<file path="src/rtl/fib_seq_gen.sv">
// fib_seq_gen -- Fibonacci sequence source stage.
//
// A start pulse makes the block emit 0,1,1,2,3,5,... as N-bit words on a
// valid/ready stream. The stream stops after the largest term that fits in
// N bits, so every word it emits is a Fibonacci number. For N=4 the words
// are 0,1,2,3,5,8,13, with 1 appearing twice.
//
// Parameters
//   N          width of out_data
//   CW         width of term_cnt; it must hold the number of terms for N
//
// Ports
//   clk        clock; all state changes on its rising edge
//   rst        asynchronous, active-high reset
//   start      one-cycle request to begin a sequence; acted on only in IDLE or DONE
//   abort      return to IDLE; wins over start
//   out_ready  downstream accepts out_data this cycle
//   out_valid  out_data holds a valid term
//   out_data   current Fibonacci term
//   out_last   out_data is the last term that fits in N bits
//   busy       sequence in progress (RUN)
//   done       last term was accepted; held until start or abort
//   term_cnt   number of terms accepted since the last start
module fib_seq_gen #(
    parameter int N  = 4,
    parameter int CW = 6
) (
    input  logic          clk,
    input  logic          rst,
    input  logic          start,
    input  logic          abort,
    input  logic          out_ready,
    output logic          out_valid,
    output logic [N-1:0]  out_data,
    output logic          out_last,
    output logic          busy,
    output logic          done,
    output logic [CW-1:0] term_cnt
);

    typedef enum logic [1:0] {
        IDLE = 2'd0,
        RUN  = 2'd1,
        DONE = 2'd2
    } state_t;

    state_t       state;
    // out_data holds the current term a. b is the next term, one bit wider,
    // so that its top bit shows when the next term no longer fits in N bits.
    logic [N:0]   b;
    logic [N:0]   sum;
    logic         fire;

    assign fire = out_valid & out_ready;
    // a + b never overflows N+1 bits. The adder result is only used while
    // b[N] is 0, because the stream stops at the term whose successor overflows.
    assign sum  = {1'b0, out_data} + b;

    always_ff @(posedge clk or posedge rst) begin
        if (rst) begin
            state     <= IDLE;
            out_valid <= 1'b0;
            out_data  <= '0;
            out_last  <= 1'b0;
            busy      <= 1'b0;
            done      <= 1'b0;
            term_cnt  <= '0;
            b         <= (N+1)'(1);
        end else if (abort) begin
            // term_cnt keeps its value, so the number of terms accepted
            // before the abort can still be read. The next start clears it.
            state     <= IDLE;
            out_valid <= 1'b0;
            out_data  <= '0;
            out_last  <= 1'b0;
            busy      <= 1'b0;
            done      <= 1'b0;
            b         <= (N+1)'(1);
        end else begin
            case (state)
                IDLE, DONE: begin
                    if (start) begin
                        state     <= RUN;
                        out_valid <= 1'b1;
                        out_data  <= '0;
                        out_last  <= 1'b0;
                        busy      <= 1'b1;
                        done      <= 1'b0;
                        term_cnt  <= '0;
                        b         <= (N+1)'(1);
                    end
                end
                RUN: begin
                    // Without a handshake every output holds, so the data
                    // stays stable under backpressure. start is ignored here.
                    if (fire) begin
                        term_cnt <= term_cnt + CW'(1);
                        if (out_last) begin
                            state     <= DONE;
                            out_valid <= 1'b0;
                            out_last  <= 1'b0;
                            busy      <= 1'b0;
                            done      <= 1'b1;
                        end else begin
                            out_data <= b[N-1:0];
                            b        <= sum;
                            // The new b is the sum; its top bit flags the new
                            // current term as the last one that fits.
                            out_last <= sum[N];
                        end
                    end
                end
                default: state <= IDLE;
            endcase
        end
    end

endmodule

</file>
<file path="config.mk">
export PLATFORM = sky130hd
export DESIGN_NAME = fib_seq_gen
export DESIGN_NICKNAME = d
export VERILOG_FILES = /design/src/rtl/fib_seq_gen.sv
export SDC_FILE = /design/constraint.sdc
export NUM_CORES = 1
export LEC_CHECK = 0
export ABC_CLOCK_PERIOD_IN_PS = 1650
export CORE_MARGIN = 2
export CORE_UTILIZATION = 30
export DETAILED_ROUTE_END_ITERATION = 10
export PLACE_DENSITY_LB_ADDON = 0.12
export SLEW_MARGIN = 20
export SYNTH_ARGS = -nofsm -noshare
export SYNTH_HDL_FRONTEND = slang
export SYNTH_SLANG_ARGS = --single-unit
</file>
<file path="constraint.sdc">
create_clock -name clk -period 1.65 [get_ports clk]
set_input_delay 0.495 -clock clk [delete_from_list [all_inputs] [get_ports clk]]
set_output_delay 0.495 -clock clk [all_outputs]
set_load 0.02 [all_outputs]
</file>
==> results of run 1 <==
==> cell families (layout without fill, tap and decap cells) <==
family,count (synthesis),after routing,synth area share
DFF,20,20,0.4526
xor gates and xnor gates,6,6,0.04740
buffers and inverters,6,43,0.03048
AOI/OAI and AO/OA,28,28,0.1840
and+or+nand+nor,37,37,0.2111
adders and majority gates,6,6,0.07449
==> synth_stat cells, types with 2 or more instances <==
cell	n	area share
dfrtp_1	19	0.43
nand2_1	7	0.024
a22o_1	6	0.047
nor2_1	6	0.020
ha_1	5	0.056
o21ai_0	5	0.023
xnor2_1	5	0.040
nand3_1	4	0.018
a21o_1	3	0.020
a21oi_1	3	0.014
nand3b_1	3	0.020
nand4b_1	3	0.024
a211oi_1	2	0.014
clkbuf_1	2	0.0068
inv_1	2	0.0068
nor3_1	2	0.0090
o2bb2ai_1	2	0.016
==> worst max path at each step <==
stage	to	slack, ps	depth (start not counted)
after global routing	out_last	-90	6
after detailed placement	b[3]	-270	5
final	out_last	-8	6
after CTS	out_last	-30	6
after floorplan	out_last	8	6
after global placement	out_last	-250	4
==> critical path: stages (launching register included) <==
cell     delay (ps)
dfrtp_2         430
ha_4            170
fa_2            330
a21o_1          170
a21oi_2         130
xor2_1          210
o21ai_1         100
==> power by group through the flow <==
stage	Clock [mW]	Sequential [mW]	Combinational, mW
2_1_floorplan	0	0.572	0.106
3_3_place_gp	0	0.541	0.263
3_5_place_dp	0	0.542	0.264
4_1_cts	0.392	0.531	0.249
5_1_grt	0.423	0.534	0.274
6_report	0.379	0.531	0.248
==> sequential cells by signal (all words and copies together), names as in the netlist <==
register,flops
b,5
busy,1
done,1
out_data,4
out_last,1
state,2
term_cnt,6
==> timing repair <==
| action | in CTS | in global routing |
|---|---|---|
| setup endpoints to repair | 15 | 13 |
| gates resized for setup | 15 | 5 |
| hold buffers | 0 | 0 |
| pin swaps | 3 | 3 |
| endpoints found under the hold margin | 0 | 0 |
==> layout make-up <==
| type | instances | share of cell area |
|---|---|---|
| Clock buffer | 4 | 0.03583 |
| Inverter | 2 | 0.004886 |
| Multi-Input combinational cell | 77 | 0.3917 |
| Sequential cell | 20 | 0.3274 |
| Tap cell | 48 | 0.03909 |
| Timing Repair Buffer | 37 | 0.2011 |
==> stage by stage <==
stage                 util  hold slack [ps]  TNS [ps]  setup WS, ps
detailed placement  0.4119            477.6     -4111        -269.4
CTS                 0.4223            498.9    -32.98        -32.98
finish              0.4261            488.9    -8.816        -8.254
floorplan                -            458.0         0         8.372
global placement    0.4119            480.0     -3672        -248.3
global route        0.4261            522.9    -165.2        -87.46
==> metal layers <==
metal  share of wire  global-route usage
met1            0.49              0.1887
met2            0.47              0.2255
met3           0.027             0.02604
met4           0.014             0.05585
met5               0                   0
==> metrics.md, run 1 <==
| Metric | Value |
|---|---|
| Synth Net Count | 114 |
| VDD IR max | 399.9 uV |
| Min cycle time layout | 1658 ps |
| Placer Congestion | 0.7844 |
| Clock Skews | 1.300 ps |
| Largest net degree at the start of global routing | 21 |
| Vias in the first global route | 971 |
| Multi-input gate area | 601.8 sq um |
| Layout Cells excl Fill | 188 |
| # nets final | 152 |
| Die area | 4198 sq um |
| Worst flop-to-flop path endpoint | out_last |
| FF+latch count, synth | 20 |
| TritonCTS Buffers | 3 |
| Yosys warnings | 0 |
| HPWL after DPL | 1875 microns |
| Final setup violation count | 2 |
| Post-CTS Setup Bufs | 0 |
| Core area | 3606 sq um |
| Syn avg cell area | 10.76 sq um |
| Reg2reg setup slack | -8 ps |
| Clk Latency, worst-skew pair | 260 ps |
| Register share of total power | 0.458 |
| CTS tree | yes |
| Final WL | 2473 microns |
| DRC viols | 0 |
| Register area | 503.0 sq um |
| Post-synth EDFFs | 0 |
| Die Height | 64.79 microns |
| RSZ-0062 raised after global routing | true |
| Seq/Total Area, Yosys | 0.4526 |
| Share of layout cells above drive strength 1 | 0.2643 |
| Failing checks | setup timing |
| Antenna violations before repair | 0 |
| Via count | 922 |
| Post-route cell area | 1536 sq um |
| Placed instance count | 184 |
| CP endpoint kind | flip-flop |
| P&R area growth vs syn | 38.60% |
| Worst hold stages | 1 |
| Initial core utilization | 0.3074 |
| Mapped Area | 1109 sq um |
| PwrDens | 753.8 nW/um^2 |
| Total power | 1.158 mW |
| Combinational fraction of design power | 0.214 |
| Post-route ant nets | 0 |
| Crit path from | out_data[0] |
| Reg2Reg Depth | 6 |
| Peak Freq | 603.0 MHz |
| Tightest Hold Check Type | flip-flop to flip-flop |
| Num rows | 22 |
| Fin worst setup slack | -8.254 ps |
| Via/cell ratio | 4.904 |
| Clock Sinks | 20 |
| CP Launch Type | flip-flop |
| Worst R2R Start | out_data[0] |
| Worst Path Max Fanout | 2 |
| H-tree depth | 1 |
| Switch Pwr | 0.3187 mW |
| Commonest non-fill, non-tap cell in the layout | buf_4 |
| Clk slew on worst S/H paths | 70 ps |
| Number of max-cap violations | 0 |
| Aggregate global-route resource usage | 0.1413 |
| Placed instance area | 1485 sq um |
| First drt pass iteration count | 4 |
| First DRT Iteration DRCs | 30 |
| Die Width | 64.79 microns |
| IO buf count | 18 |
| Slew headroom | 0.7137 |
| Final Max Tran Viols | 0 |
| Max Root-Sink Buffers | 2 |
| Clock power share | 0.328 |
| Outcome | finished with violations |
| Static Leakage | 0.7617 nW |
| WL per Instance | 13.15 microns |
| HP Start | done |
| First-pass GRT wire length | 4567 microns |
| Sw frac | 0.2751 |
| Period utilisation layout | 1.005 |
| Clk root buf | clkbuf_8 |
| Top Ports | 19 |
| Most frequent cells in the layout | buf_4, dfrtp_1, dlygate4sd2_1, nand2_1 |
| Internal | 0.8396 mW |
| FFs w/ async S/R, synth | 1.000 |
| Slew @ Worst Pin | 427.1 ps |
| Critical Path RT | 1790 ps |
| Hold EP | done |
| GRT overflow | 0 |
| Synth unique cells | 41 |
| CP Class | flip-flop to flip-flop |
| Endpoints failing hold | 0 |
| Antenna diodes | 0 |
| CP arrival | 1800 ps |
| Top FF cell, synth | dfrtp_1 |
| Filler Cells Inserted | 362 |
| Post-Synthesis Cells | 103 |
No activity file was read; power rests on OpenSTA's default activity.
==> run 2: changes to the inputs <==
==> constraint.sdc (replaced) <==
create_clock -name clk -period 1.65 [get_ports clk]
set_input_delay 0.495 -clock clk [delete_from_list [all_inputs] [get_ports clk]]
set_output_delay 0.495 -clock clk [all_outputs]
set_load 0.1 [all_outputs]
==> run 2 against run 1 <==
  * The flow still finishes with violations (setup timing)
  * Register-to-register slack lost 40 ps
  * Via count shrank 0.65%
  * Hold slack gained 3.1 ps
  * Core utilization grew 3.7 points
  * Combinational power grew 72%
  * Non-clock buffer count shrank 3
  * Clock power shrank 14%
  * Die area is the same
  * First-iteration DRC count shrank 20%
  * Cell count shrank 1.6%
==> metrics.md, run 2 (synthesized netlist as in run 1, its figures left out) <==
| Metric | Value |
|---|---|
| Outcome | finished with violations |
| Failing checks | setup timing |
| Num rows | 22 |
| CP max stage delay | 490 ps |
| Number of max-cap violations | 0 |
| Static Leakage | 0.7291 nW |
| Final setup violation count | 3 |
| Min cycle time layout | 1695 ps |
| Max Root-Sink Buffers | 2 |
| Largest net degree at the start of global routing | 21 |
| VDD IR max | 677.2 uV |
| Final Max Tran Viols | 0 |
| P&R area growth vs syn | 50.79% |
| Die area | 4198 sq um |
| Placer Congestion | 0.7749 |
| CP arrival | 1840 ps |
| Via count | 916 |
| PwrDens | 787.8 nW/um^2 |
| First-pass GRT wire length | 4340 microns |
| Slowest CP cell | dfrtp_4 |
| DRC viols | 0 |
| Initial core utilization | 0.3074 |
| Antenna violations before repair | 0 |
| First drt pass iteration count | 4 |
| HPWL after DPL | 1914 microns |
| Combinational fraction of design power | 0.324 |
| CP endpoint kind | flip-flop |
| # nets final | 149 |
| Fin worst setup slack | -44.56 ps |
| Clk root buf | clkbuf_8 |
| Antenna diodes | 0 |
| Sum Neg Setup Slack | -86.76 ps |
| IO buf count | 18 |
| Core area | 3606 sq um |
| RSZ-0062 raised after global routing | true |
| Clk Latency, worst-skew pair | 250 ps |
| Final WL | 2469 microns |
| Endpoints failing hold | 0 |
| GRT overflow | 0 |
| Slew @ Worst Pin | 415.7 ps |
| Via/cell ratio | 4.951 |
| Clk slew on worst S/H paths | 70 ps |
| Critical path cell sequence | ha_4, fa_2, a21o_1, a21oi_2, xor2_1, o21ai_1 |
| H-tree depth | 1 |
| Post-route ant nets | 0 |
| Most frequent cells in the layout | buf_4, buf_12, dfrtp_1, nand2_1, dfrtp_2 |
| Period utilisation layout | 1.027 |
| Vias in the first global route | 956 |
| CP Launch Type | flip-flop |
| Aggregate global-route resource usage | 0.1319 |
| Regs by FF count | term_cnt (6), b (5), out_data (4) |
| Sw frac | 0.3513 |
| TritonCTS Buffers | 3 |
| Commonest non-fill, non-tap cell in the layout | buf_4 |
| Worst Path Max Fanout | 2 |
| Peak Freq | 590.1 MHz |
| Critical Path RT | 1790 ps |
| Register share of total power | 0.428 |
| Total power | 1.317 mW |
| Slew headroom | 0.7229 |
| WL per Instance | 13.35 microns |
| Clock Sinks | 20 |
| Internal | 0.8543 mW |
| Die Width | 64.79 microns |
| Max reg flops | 6 |
| CP Class | flip-flop to flip-flop |
| CTS tree | yes |
| Biggest register | term_cnt |
| Top Ports | 19 |
| Hold_buf cts | 0 |
| Clock Skews | 2.349 ps |
| Tightest Hold Check Type | flip-flop to flip-flop |
| Share of layout cells above drive strength 1 | 0.3869 |
| Switch Pwr | 0.4626 mW |
| First DRT Iteration DRCs | 24 |
| Clock power share | 0.248 |
| Die Height | 64.79 microns |
run 2: power by group through the flow:
stage	Sequential (mW)	Clock (mW)	Combinational, mW
detailed placement	0.573	0	0.428
CTS	0.563	0.344	0.428
floorplan	0.698	0	0.126
global route	0.571	0.351	0.450
global placement	0.571	0	0.427
finish	0.563	0.327	0.427
run 2: worst max-delay path: cells and delay by family, from the launching register on:
kind	cells	cell delay, ps
xor gates and xnor gates	1	200
adders and majority gates	2	500
AOI/OAI and AO/OA	3	390
DFF	1	490
run 2: final timing paths:
path                        startpoint     endpoint  slack (ps)  cells past startpoint
min in group asynchronous          rst  term_cnt[0]         570                      3
min reg2reg                       b[0]         b[0]         490                      2
max reg2reg                out_data[0]     out_last         -40                      6
min                               b[0]         b[0]         490                      2
max in group asynchronous          rst         b[0]         810                      3
max                        out_data[0]     out_last         -40                      6
run 2: area by class of cell:
class                      instances  area [sq um]
clock buffer                       4         45.04
fill                             334          1934
inverter                           2         7.507
multi-input combinational         77         605.6
sequential                        20         514.2
tap                               48         60.06
timing repair buffer              34         439.2
run 2: layer usage:
| metal | vias up | share of wire | track usage | routed length, microns |
|---|---|---|---|---|
| met2 | 21 | 0.46 | 0.1997 | 1145 |
| li1 | 447 | - | - | - |
| met5 | - | 0 | 0 | 0 |
| met4 | 0 | 0.015 | 0.03191 | 38 |
| met3 | 4 | 0.055 | 0.04167 | 137 |
| met1 | 444 | 0.46 | 0.1825 | 1148 |
run 2: per-stage QoR:
| stage | hold slack [ps] | util | cells | instance area (sq um) | setup WS (ps) |
|---|---|---|---|---|---|
| 3_3_place_gp | 480.4 | 0.4476 | 181 | 1614 | -253.2 |
| 5_1_grt | 511.5 | 0.4636 | 185 | 1672 | -140.7 |
| 3_5_place_dp | 486.7 | 0.4476 | 181 | 1614 | -272.5 |
| 2_1_floorplan | 457.6 | - | 103 | 1140 | -189.5 |
| 6_report | 492.0 | 0.4636 | 185 | 1672 | -44.56 |
| 4_1_cts | 497.7 | 0.4598 | 185 | 1658 | -71.43 |
run 2: what timing repair did:
item / in CTS / in global routing
setup buffers: 0 / 0
endpoints found under the setup margin: 4 / 5
resized for setup: 2 / 2
pin swaps: 2 / 1
hold endpoints to repair: 0 / 0
==> run 3: changes to the inputs <==
--- a/config.mk
+++ b/config.mk
@@ -8,6 +8,7 @@
 export ABC_CLOCK_PERIOD_IN_PS = 1650
 export CORE_MARGIN = 2
 export CORE_UTILIZATION = 30
+export CTS_BUF_LIST = sky130_fd_sc_hd__clkbuf_4 sky130_fd_sc_hd__clkbuf_8 sky130_fd_sc_hd__clkbuf_16
 export DETAILED_ROUTE_END_ITERATION = 10
 export PLACE_DENSITY_LB_ADDON = 0.12
 export SLEW_MARGIN = 20
==> run 3 against run 2 <==
  * The flow still finishes with violations (setup timing)
  * Largest power group unchanged
  * Global-route usage rose by 0.26 points
  * Die area did not move
  * Flip-flop and latch count did not move
  * Via count rose by 0.22%
  * Critical path depth did not move
  * Largest cell class unchanged
  * Sequential power barely moved
  * Sequential share of layout area fell by 0.069 points
  * Total power rose by 1.1%
==> metrics.md, run 3 (synthesized netlist as in run 1, its figures left out) <==
| Metric | Value |
|---|---|
| Die area | 4198 sq um |
| Initial core utilization | 0.3074 |
| Slowest CP cell | dfrtp_4 |
| CP endpoint kind | flip-flop |
| Outcome | finished with violations |
| Clock Skews | 2.085 ps |
| Period utilisation layout | 1.028 |
| Via count | 918 |
| CTS tree | yes |
| Clock Sinks | 20 |
| Slew headroom | 0.7246 |
| Top Ports | 19 |
| Final setup violation count | 3 |
| H-tree depth | 1 |
| Largest net degree at the start of global routing | 21 |
| CP arrival | 1840 ps |
| Via/cell ratio | 4.962 |
| Worst Path Max Fanout | 2 |
| Layout Cells excl Fill | 185 |
| CP Launch Type | flip-flop |
| Path length in cells of the critical path | 6 |
| Most frequent cells in the layout | buf_4, buf_12, dfrtp_1, nand2_1, dfrtp_2 |
| Failing checks | setup timing |
| Num rows | 22 |
| Biggest register | term_cnt |
| # nets final | 149 |
| IO buf count | 18 |
| Worst flop-to-flop path endpoint | out_last |
| GRT overflow | 0 |
| Crit path to | out_last |
| RSZ-0062 raised after global routing | true |
| PwrDens | 794.9 nW/um^2 |
| Die Width | 64.79 microns |
| Reg2reg setup slack | -50 ps |
| CP max stage delay | 490 ps |
| Slew @ Worst Pin | 413.1 ps |
| Clk slew on worst S/H paths | 70 ps |
| Endpoints failing hold | 0 |
| Clk Latency, worst-skew pair | 250 ps |
| Reg2Reg Depth | 6 |
| Min cycle time layout | 1696 ps |
| HPWL after DPL | 1914 microns |
| Post-route ant nets | 0 |
| First-pass GRT wire length | 4402 microns |
| Vias in the first global route | 962 |
| Clk root buf | clkbuf_8 |
| First DRT Iteration DRCs | 25 |
| Commonest non-fill, non-tap cell in the layout | buf_4 |
| Max reg flops | 6 |
| Static Leakage | 0.7325 nW |
| Placed instance count | 181 |
| Max Root-Sink Buffers | 2 |
| P&R area growth vs syn | 51.13% |
| Critical Path RT | 1790 ps |
| WL per Instance | 13.43 microns |
| First drt pass iteration count | 4 |
| Antenna diodes | 0 |
| Tightest Hold Check Type | flip-flop to flip-flop |
| Final WL | 2485 microns |
| Placer Congestion | 0.7749 |
| Final Max Tran Viols | 0 |
| Worst R2R Start | out_data[0] |
| Share of layout cells above drive strength 1 | 0.3942 |
| Fin worst setup slack | -46.43 ps |
| Core area | 3606 sq um |
| Critical path cell sequence | ha_4, fa_2, a21o_1, a21oi_2, xor2_1, o21ai_1 |
| Antenna violations before repair | 0 |
| Number of max-cap violations | 0 |
| DRC viols | 0 |
| Fin util | 0.4646 |
| Regs by FF count | term_cnt (6), b (5), out_data (4) |
| WP buf/inv | 0 |
| Post-CTS Setup Bufs | 0 |
| Crit path from | out_data[0] |
| Die Height | 64.79 microns |
| Aggregate global-route resource usage | 0.1344 |
| TritonCTS Buffers | 3 |
| CP Class | flip-flop to flip-flop |
| Cell family with most CP delay | adder cells |
| Peak Freq | 589.5 MHz |
| VDD IR max | 615.6 uV |
run 3: worst register-to-register path, stage by stage, from the launching register on:
cell and delay (ps):
dfrtp_4 490, ha_4 170, fa_2 340, a21o_1 170, a21oi_2 130, xor2_1 200
o21ai_1 90
run 3: layout make-up:
class                      instances  area, sq um
tap                               48        60.06
sequential                        20        514.2
timing repair buffer              34        439.2
fill                             333         1931
multi-input combinational         77        605.6
inverter                           2        7.507
clock buffer                       4        48.80
run 3: power breakdown:
group | switching, mW | internal (mW)
Clock | 0.153 | 0.188
Sequential | 0.0461 | 0.517
Combinational | 0.262 | 0.166
run 3: metrics by stage:
stage               hold WS (ps)  power [mW]  setup TNS (ps)  setup slack, ps  instance area (sq um)
finish                     492.3       1.332          -91.53           -46.43                   1675
global route               511.5       1.393          -338.2           -140.7                   1675
CTS                        497.7       1.353          -153.7           -71.43                   1662
detailed placement         486.7       1.001           -4042           -272.5                   1614
global placement           480.4      0.9973           -3750           -253.2                   1614
floorplan                  457.6      0.8239          -771.3           -189.5                   1140
run 3: how the worst min path moves through the flow:
stage / from / endpoint / slack, ps / depth (start not counted)
after global placement: b[0] / b[0] / 480 / 2
after floorplan: rst / b[1] / 460 / 1
after CTS: b[0] / b[0] / 500 / 2
after global routing: b[0] / b[0] / 510 / 2
final: b[0] / b[0] / 490 / 2
after detailed placement: b[0] / b[0] / 490 / 2
run 3: repair_timing:
action	4_1_cts	5_1_grt
resized for setup	2	2
hold buffers	0	0
pin swaps	2	1
setup endpoints to repair	4	5
run 3: routing by layer:
layer / track usage / wire length [microns] / up-vias
met4: 0.03191 / 19 / 0
met1: 0.1836 / 1151 / 449
met3: 0.03993 / 130 / 2
li1: - / - / 448
met2: 0.2088 / 1184 / 19
met5: 0 / 0 / -
